==> src/rtl/tdea_cbc_ctrl.sv <==
// CBC sequencer in front of one TDEA core: three-beat key load, IV/chaining XOR
// around each 64-bit block, one core request in flight, core-wait watchdog.
module tdea_cbc_ctrl #(
    parameter int unsigned TIMEOUT = 255
) (
    input  logic        CLK,
    input  logic        RST,
    input  logic [1:64] K1,
    input  logic [1:64] K2,
    input  logic [1:64] K3,
    input  logic [1:64] IV,
    input  logic        Mode,
    input  logic        Krdy,
    input  logic        IVld,
    input  logic [1:64] Din,
    input  logic        Drdy,
    output logic [1:64] Dout,
    output logic        Dvld,
    output logic        Kvld,
    output logic        BSY,
    output logic        ERR,
    output logic [1:64] c_Din,
    output logic [1:64] c_Kin,
    output logic        c_Drdy,
    output logic        c_Krdy,
    output logic        c_EncDec,
    input  logic [1:64] c_Dout,
    input  logic        c_Dvld,
    input  logic        c_Kvld,
    input  logic        c_BSY
);
    typedef enum logic [3:0] {
        S_IDLE, S_KEY1, S_KEY2, S_KEY3, S_KWAIT, S_READY, S_DSEND, S_DWAIT, S_DOUT
    } state_t;

    localparam logic [7:0] LP_LAST = 8'(TIMEOUT - 1);

    state_t      r_state, w_next;
    logic [1:64] r_k2, r_k3, r_chain, r_dreg;
    logic [7:0]  r_cnt;
    logic        r_cdvld_q;
    logic        w_key_go, w_iv_go, w_data_go, w_kdone, w_dedge, w_tout, w_tick, w_wait_state;

    always_ff @(posedge CLK) begin
        if (RST) r_state <= S_IDLE;
        else     r_state <= w_next;
    end

    always_comb begin
        w_next       = r_state;
        w_key_go     = 1'b0;
        w_iv_go      = 1'b0;
        w_data_go    = 1'b0;
        w_kdone      = 1'b0;
        w_dedge      = 1'b0;
        w_tout       = 1'b0;
        w_tick       = (r_cnt == LP_LAST);
        w_wait_state = (r_state == S_KWAIT) || (r_state == S_DWAIT);
        case (r_state)
            S_IDLE: if (Krdy) begin w_key_go = 1'b1; w_next = S_KEY1; end
            S_KEY1: w_next = S_KEY2;
            S_KEY2: w_next = S_KEY3;
            S_KEY3: w_next = S_KWAIT;
            // r_cnt==0 marks the first KWAIT cycle, where the core's Kvld is still stale
            S_KWAIT: begin
                if ((r_cnt != 8'd0) && c_Kvld && !c_BSY) begin
                    w_kdone = 1'b1;
                    w_next  = S_READY;
                end else if (w_tick) begin
                    w_tout = 1'b1;
                    w_next = S_IDLE;
                end
            end
            S_READY: begin
                if (Krdy) begin
                    w_key_go = 1'b1;
                    w_next   = S_KEY1;
                end else if (IVld) begin
                    w_iv_go = 1'b1;
                end else if (Drdy) begin
                    w_data_go = 1'b1;
                    w_next    = S_DSEND;
                end
            end
            S_DSEND: w_next = S_DWAIT;
            S_DWAIT: begin
                if (c_Dvld && !r_cdvld_q) begin
                    w_dedge = 1'b1;
                    w_next  = S_DOUT;
                end else if (w_tick) begin
                    w_tout = 1'b1;
                    w_next = S_IDLE;
                end
            end
            S_DOUT:  w_next = S_READY;
            default: w_next = S_IDLE;
        endcase
    end

    always_ff @(posedge CLK) begin
        if (RST) begin
            Dout      <= '0;
            Dvld      <= 1'b0;
            Kvld      <= 1'b0;
            BSY       <= 1'b1;
            ERR       <= 1'b0;
            c_Din     <= '0;
            c_Kin     <= '0;
            c_Drdy    <= 1'b0;
            c_Krdy    <= 1'b0;
            c_EncDec  <= 1'b0;
            r_k2      <= '0;
            r_k3      <= '0;
            r_chain   <= '0;
            r_dreg    <= '0;
            r_cnt     <= 8'd0;
            r_cdvld_q <= 1'b0;
        end else begin
            c_Krdy    <= (w_next == S_KEY1) || (w_next == S_KEY2) || (w_next == S_KEY3);
            c_Drdy    <= (w_next == S_DSEND);
            Dvld      <= (w_next == S_DOUT);
            BSY       <= (w_next != S_READY);
            r_cdvld_q <= c_Dvld;
            r_cnt     <= (w_wait_state && (w_next == r_state)) ? r_cnt + 8'd1 : 8'd0;
            if (w_key_go) begin
                r_k2     <= K2;
                r_k3     <= K3;
                r_chain  <= IV;
                c_EncDec <= Mode;
                c_Kin    <= K1;
                Kvld     <= 1'b0;
                ERR      <= 1'b0;
            end
            if (r_state == S_KEY1) c_Kin <= r_k2;
            if (r_state == S_KEY2) c_Kin <= r_k3;
            if (w_iv_go) r_chain <= IV;
            if (w_data_go) begin
                r_dreg <= Din;
                c_Din  <= c_EncDec ? Din : (Din ^ r_chain);
            end
            if (w_kdone) Kvld <= 1'b1;
            if (w_tout) begin
                ERR  <= 1'b1;
                Kvld <= 1'b0;
            end
            // decrypt chains on the ciphertext it was given, encrypt on what it produced
            if (w_dedge) begin
                if (c_EncDec) begin
                    Dout    <= c_Dout ^ r_chain;
                    r_chain <= r_dreg;
                end else begin
                    Dout    <= c_Dout;
                    r_chain <= c_Dout;
                end
            end
        end
    end
endmodule

==> config.mk <==
export PLATFORM = sky130hd
export DESIGN_NAME = tdea_cbc_ctrl
export DESIGN_NICKNAME = d
export VERILOG_FILES = /design/src/rtl/tdea_cbc_ctrl.sv
export SDC_FILE = /design/constraint.sdc
export NUM_CORES = 1
export LEC_CHECK = 0
export BUFFER_PORTS_ARGS = -buffer_cell sky130_fd_sc_hd__buf_2
export CORE_AREA = 2 2 229 231
export DETAILED_ROUTE_END_ITERATION = 7
export DIE_AREA = 0 0 231 233
export PLACE_DENSITY = 0.66
export SETUP_SLACK_MARGIN = 0.15
export SKIP_CTS_REPAIR_TIMING = 1
export SYNTH_ARGS = -nofsm -noshare
export SYNTH_HDL_FRONTEND = slang
export SYNTH_SLANG_ARGS = --single-unit
==> constraint.sdc <==
create_clock -name CLK -period 2 [get_ports CLK]
set_clock_uncertainty 0.05 [all_clocks]
set_input_delay 0.3 -clock CLK [delete_from_list [all_inputs] [get_ports CLK]]
set_output_delay 0.3 -clock CLK [all_outputs]
set_load 0.02 [all_outputs]
==> results of run 1 <==
==> final timing paths <==
check	from	endpoint	slack, ns	cells past startpoint
worst max register to register	r_cnt[1]	r_cnt[1]	-0.03	7
worst min-delay path	IV[60]	r_chain[60]	-0.03	3
worst min register to register	r_dreg[15]	r_dreg[15]	0.40	2
worst max-delay path	r_cnt[1]	r_cnt[1]	-0.03	7
==> cells by family (layout without fill, tap and decap cells) <==
kind of cell,Yosys count,in the layout
DFF,468,468
buffers and inverters,206,1087
AOI/OAI and AO/OA,595,595
adders and majority gates,3,3
other,0,12
muxes,128,128
and+or+nand+nor,894,894
xor gates and xnor gates,134,134
==> registers in the layout, indices dropped and copies added (netlist names) <==
name	flops
c_Drdy	1
r_k2	64
Dvld	1
c_Kin	64
BSY	1
Dout	64
r_cnt	8
r_cdvld_q	1
c_EncDec	1
r_chain	64
ERR	1
r_k3	64
c_Din	64
r_state	4
c_Krdy	1
r_dreg	64
Kvld	1
==> metal layers <==
metal | vias up | GRT usage [%] | share of wire (%)
li1 | 9967 | - | -
met3 | 216 | 8.52 | 8.9
met1 | 10300 | 28.5 | 38
met2 | 1044 | 40.7 | 49
met5 | - | 0 | 0.22
met4 | 28 | 7.98 | 3.8
==> cell usage in the layout, fill, tap and decap left out, types with 89 or more instances in the layout <==
cell / synthesis / final
dfxtp_1: 468 / 461
a21oi_1: 264 / 247
a211oi_1: 128 / 90
clkbuf_16: 0 / 89
buf_2: 36 / 590
nand2_1: 646 / 628
dlygate4sd3_1: 0 / 218
mux2i_1: 128 / 119
nor2_1: 146 / 124
==> cell type report <==
| type | count | share of cell area (%) |
|---|---|---|
| multi-input combinational | 1754 | 34.4 |
| sequential | 468 | 30.5 |
| timing repair buffer | 991 | 26.2 |
| clock buffer | 76 | 5.10 |
| tap | 680 | 2.76 |
| clock inverter | 16 | 0.813 |
| antenna | 12 | 0.0975 |
| inverter | 4 | 0.0488 |
==> critical path: cells and delay by family (launching register included) <==
kind | cells | cell delay (ns)
adder cells (fa/ha/maj) | 1 | 0.11
AND/OR/NAND/NOR | 2 | 0.60
AO/OA/AOI/OAI | 3 | 0.78
flip-flops | 1 | 0.36
buffers and inverters | 1 | 0.06
==> cell usage after synthesis, types with 2 or more instances <==
library cell,number,area share (%)
xnor2_1,66,2.9
buf_2,36,0.90
o211ai_1,66,2.5
or3_1,5,0.16
nor2_1,146,2.7
nor2b_1,69,2.1
ha_1,3,0.19
buf_4,6,0.22
a21oi_1,264,6.6
mux2i_1,128,6.4
nor3_1,2,0.050
a211oi_1,128,4.8
clkbuf_1,146,2.7
dfxtp_1,468,47
inv_1,4,0.075
and3_1,5,0.16
nand2_1,646,12
nand3_1,7,0.17
a22o_1,64,2.8
o21ai_0,66,1.6
buf_1,14,0.26
or3b_2,2,0.087
xor2_1,68,3.0
==> power breakdown <==
part	total [mW]	internal, mW	switching, mW	leakage, nW
Combinational	4.73	2.22	2.51	7.60
Sequential	10.2	9.84	0.337	3.81
Clock	10.2	6.19	4.04	0.906
Total	25.1	18.3	6.88	12.3
==> impl_metrics.env, run 1 <==
export IMPL_status="finished with violations"
export IMPL_route_detailed_drc=0
export IMPL_postPlaceCellArea_sq_um=24200
export IMPL_critPathLaunchType="flip-flop"
export IMPL_fin_nets=3666
export IMPL_avgViaCountPerCell=5.38
export IMPL_grt_max_degree=138
export IMPL_fp_dieH_um=233
export IMPL_first_global_vias=18600
export IMPL_synth_seq_cells=468
export IMPL_cts_tree="yes"
export IMPL_firstDrtPassIters=6
export IMPL_gp_congestion=0.891
export IMPL_total_power_mw=25.1
export IMPL_antenna_found_initial=22
export IMPL_crit_top_cell="o211ai_1"
export IMPL_clk_latency_ns=0.60
export IMPL_drive_gt1_share_pct=30.2
export IMPL_syn_num_nets=2824
export IMPL_cp_max_fo=8
export IMPL_final_cell_area_sq_um=30800
export IMPL_die_w_um=231
export IMPL_max_clock_freq_mhz=492
export IMPL_holdWs_ns=-0.0269
export IMPL_ys_flop_type="dfxtp_1"
export IMPL_synth_compound_area_share_pct=18.6
export IMPL_ios=592
export IMPL_critical_path_arrival_ns=2.49
export IMPL_crit_type="reg -> reg"
export IMPL_wl_mm=81.8
export IMPL_multi_input_area_sq_um=10600
export IMPL_slew_headroom_pct=51.0
export IMPL_synth_edf_count=0
export IMPL_synthAdderAreaFrac_pct=0.187
export IMPL_root_buffer="clkbuf_16"
export IMPL_synth_top_family_by_area="compound AO/OA/AOI/OAI gates"
export IMPL_rsz0062_at_grt="true"
export IMPL_fp_row_count=83
export IMPL_critPathSlowestCell="or4b_4"
export IMPL_regArea_sq_um=9390
export IMPL_dieArea_sq_um=53800
export IMPL_instances_no_fill=4001
export IMPL_groute_usage_overall_pct=24.1
export IMPL_postSynthAreaPerCell_sq_um=8.27
export IMPL_dpl_cell_count=3583
export IMPL_yosysUniqueCellTypes=42
export IMPL_crit_chain="inv_2 > ha_4 > or4b_4 > o211ai_1 > o211ai_1 > o31a_1 > nor2b_1"
export IMPL_violations="negative hold slack, negative setup slack"
export IMPL_start_util_pct=39.3
export IMPL_yosys_area_share_simple_pct=18.2
export IMPL_min_period_ns=2.03
export IMPL_synthCells=2428
export IMPL_critPathMaxStageDelay_ns=0.45
export IMPL_grt_pass1_wl_mm=103
export IMPL_via_count=21500
export IMPL_clk_pin_slew_worst_paths_ns=0.06
export IMPL_drtIter0Drc=1753
export IMPL_peakVddDrop_mv=0.609
export IMPL_ys_warn_count=0
export IMPL_htreeDepth=2
export IMPL_tightest_slew_ns=0.735
export IMPL_tns_ns=-0.135
export IMPL_synthToLayoutAreaGrowth_pct=53.3
export IMPL_pwr_density_cell_nw_per_um2=816
export IMPL_period_share_pct=102
export IMPL_n_fill_cell=4195
export IMPL_dp_slack_ns=-0.0836
export IMPL_yosysSeqAreaShare_pct=46.7
export IMPL_globalRouteOverflowTotal=0
export IMPL_dpl_hpwl_mm=48.8
export IMPL_hp_class="in -> reg"
export IMPL_cts_made_buffers=51
export IMPL_synth_xor_area_share_pct=5.84
export IMPL_cap_violations=0
export IMPL_worst_setup_path_end_kind="flip-flop"
export IMPL_final_critical_path_setup_slack_ns=-0.0340
export IMPL_drv_slew=0
export IMPL_hold_viol_final=11
export IMPL_io_buffers=591
export IMPL_crit_required_ns=2.46
export IMPL_synth_mux_area_share_pct=6.38
export IMPL_cts_sinks=468
export IMPL_finish_utilization_pct=60.3
export IMPL_synth_area_sq_um=20100
export IMPL_ant_nets=0
export IMPL_wl_per_cell_um=20.5
export IMPL_coreArea_sq_um=51100
export IMPL_cts_path_max_buffers=3
export IMPL_synth_async_sr_flop_share_pct=0
export IMPL_finalSetupViolations=8
export IMPL_p_leak_nw=12.3
(Power assumes the default switching activity.)
==> run 2: changes to the inputs <==
- CORE_AREA: 2 2 229 231 -> 2 2 231 233
- DIE_AREA: 0 0 231 233 -> 0 0 233 235
- HOLD_SLACK_MARGIN: default -> 0.12
- PLACE_DENSITY: 0.66 -> 0.62
- clock period: 2 -> 1.9 ns (I/O delays scaled with it)
==> run 2 against run 1 <==
The flow finishes with violations (negative setup slack). Power is 3.9% higher. Combinational power increased by 14%. Global-route usage increased by 0.38 points. Register-to-register slack lost 0.14 ns. Sequential share of layout area shrank 2.0 points. Clock power is essentially flat. First-iteration DRC count is 5.6% lower. Setup slack worse by 0.14 ns. Cell count grew 4.3%. Core utilization is 2.8 points higher. Hold slack better by 0.10 ns. Highest routed layer unchanged.
==> impl_metrics.env, run 2 (synthesis gave the netlist of run 1 again) <==
export IMPL_wl_per_cell_um=20.5
export IMPL_grt_pass1_wl_mm=106
export IMPL_root_buffer="clkbuf_16"
export IMPL_tightest_slew_ns=0.809
export IMPL_rsz0062_at_grt="true"
export IMPL_hp_class="in -> reg"
export IMPL_cap_violations=0
export IMPL_drtIter0Drc=1655
export IMPL_clk_latency_ns=0.59
export IMPL_coreArea_sq_um=52200
export IMPL_die_w_um=233
export IMPL_worst_setup_path_end_kind="flip-flop"
export IMPL_fin_nets=3835
export IMPL_ios=592
export IMPL_io_buffers=591
export IMPL_groute_usage_overall_pct=24.5
export IMPL_violations="negative setup slack"
export IMPL_critPathLaunchType="flip-flop"
export IMPL_clk_pin_slew_worst_paths_ns=0.06
export IMPL_internal_power_mw=18.8
export IMPL_final_cell_mix="nand2_1, buf_2, dfxtp_1, dlygate4sd3_1, a21oi_1"
export IMPL_wl_mm=85.5
export IMPL_status="finished with violations"
export IMPL_avgViaCountPerCell=5.35
export IMPL_critPathSlowestCell="or4b_4"
export IMPL_gp_congestion=0.885
export IMPL_final_critical_path_setup_slack_ns=-0.174
export IMPL_start_util_pct=38.4
export IMPL_period_share_pct=109
export IMPL_grt_max_degree=121
export IMPL_via_count=22300
export IMPL_cts_sinks=468
export IMPL_holdWs_ns=0.0755
export IMPL_max_clock_freq_mhz=482
export IMPL_drive_gt1_share_pct=32.2
export IMPL_fp_row_count=84
export IMPL_min_period_ns=2.07
export IMPL_htreeDepth=2
export IMPL_cp_max_fo=8
export IMPL_p_seq_share_pct=41.1
export IMPL_p_clk_share_pct=38.3
export IMPL_crit_top_cell="o211ai_1"
export IMPL_first_global_vias=18700
export IMPL_total_power_mw=26.1
export IMPL_synthToLayoutAreaGrowth_pct=63.9
export IMPL_critical_path_arrival_ns=2.53
export IMPL_slew_headroom_pct=46.0
export IMPL_crit_chain="inv_2 > ha_4 > or4b_4 > o211ai_1 > o211ai_1 > o31a_1 > buf_6 > nor2b_1"
export IMPL_comb_power_share_pct=20.6
export IMPL_p_sw_share_pct=28.1
export IMPL_crit_type="reg -> reg"
export IMPL_firstDrtPassIters=8
export IMPL_critPathMaxStageDelay_ns=0.45
export IMPL_cts_path_max_buffers=3
export IMPL_reg2reg_slack_ns=-0.17
export IMPL_finalSetupViolations=43
export IMPL_power_switching_mw=7.34
export IMPL_peakVddDrop_mv=0.637
export IMPL_cts_made_buffers=51
export IMPL_crit_required_ns=2.36
export IMPL_finish_utilization_pct=63.0
export IMPL_pwr_density_cell_nw_per_um2=793
export IMPL_rr_endpoint="r_cnt[1]"
export IMPL_drv_slew=0
export IMPL_globalRouteOverflowTotal=0
export IMPL_p_leak_nw=13.1
export IMPL_hold_path_end="c_Kin[14]"
export IMPL_dieArea_sq_um=54800
export IMPL_postPlaceCellArea_sq_um=24600
export IMPL_r2r_cells=8
export IMPL_route_detailed_drc=0
export IMPL_antenna_found_initial=12
export IMPL_final_cell_area_sq_um=32900
export IMPL_holdCritStartpoint="K1[14]"
export IMPL_final_common_cell="nand2_1"
export IMPL_fp_dieH_um=235
export IMPL_hold_viol_final=0
export IMPL_cts_tree="yes"
export IMPL_ant_nets=0
export IMPL_dpl_hpwl_mm=50.9
export IMPL_r2r_start="r_cnt[0]"
export IMPL_dp_slack_ns=-0.123
export IMPL_min_path_cells=4
run 2: changes by cell type in the layout (fill, tap and decap cells not counted), sizes merged:
cell / change
dlygate4sd3: +143
buf: +27
bufinv: -5
clkbuf: +4
inv: -2
clkinv: -1
clkinvlp: +1
diode: -1
run 2: how the worst max path moves through the flow:
stage           endpoint        from  slack (ns)  cells after the start
2_1_floorplan   r_cnt[7]    r_cnt[0]      -0.006                      8
4_1_cts         r_cnt[7]    r_cnt[0]       -0.15                      8
6_report        r_cnt[1]    r_cnt[0]       -0.17                      8
5_1_grt         r_cnt[1]    r_cnt[0]       -0.31                      8
3_5_place_dp    r_cnt[7]    r_cnt[0]       -0.12                      8
3_3_place_gp   c_Kin[39]  r_state[2]       -0.08                      7
run 2: critical path: cells and delay by family, from the launching register on:
family / cells / cell delay [ns]
simple gates: 2 / 0.55
fa+ha+maj: 1 / 0.12
flops: 1 / 0.32
buf+inv: 2 / 0.21
compound gates: 3 / 0.76
run 2: through the flow:
stage | cells | setup TNS (ns)
after floorplan | 2428 | -0.00589
after global placement | 3617 | -0.540
after detailed placement | 3617 | -1.29
after CTS | 3707 | -2.18
after global routing | 4173 | -9.80
final | 4175 | -2.22
run 2: routing by layer:
metal / wire length [um] / track usage, % / up-vias / part of all wire (%)
li1: - / - / 10300 / -
met1: 33400 / 29.0 / 10600 / 39
met2: 41000 / 41.2 / 1142 / 48
met3: 7320 / 8.39 / 288 / 8.6
met4: 3830 / 8.20 / 4 / 4.5
met5: 27 / 0 / - / 0.032
run 2: power groups by stage:
stage | Sequential, mW | Combinational [mW] | Clock (mW)
after floorplan | 11.0 | 2.06 | 0
after global routing | 10.8 | 5.71 | 10.5
final | 10.7 | 5.39 | 9.99
after CTS | 10.7 | 3.95 | 10.1
after detailed placement | 10.9 | 3.94 | 0
after global placement | 10.9 | 3.89 | 0
run 2: layout make-up:
cell class | instances | area [sq um]
Clock buffer | 81 | 1580
Fill cell | 4027 | 19300
Timing Repair Buffer | 1160 | 9890
Tap cell | 688 | 861
Multi-Input combinational cell | 1754 | 11100
Sequential cell | 468 | 9390
Clock inverter | 9 | 91.3
Inverter | 4 | 17.5
Antenna cell | 11 | 27.5
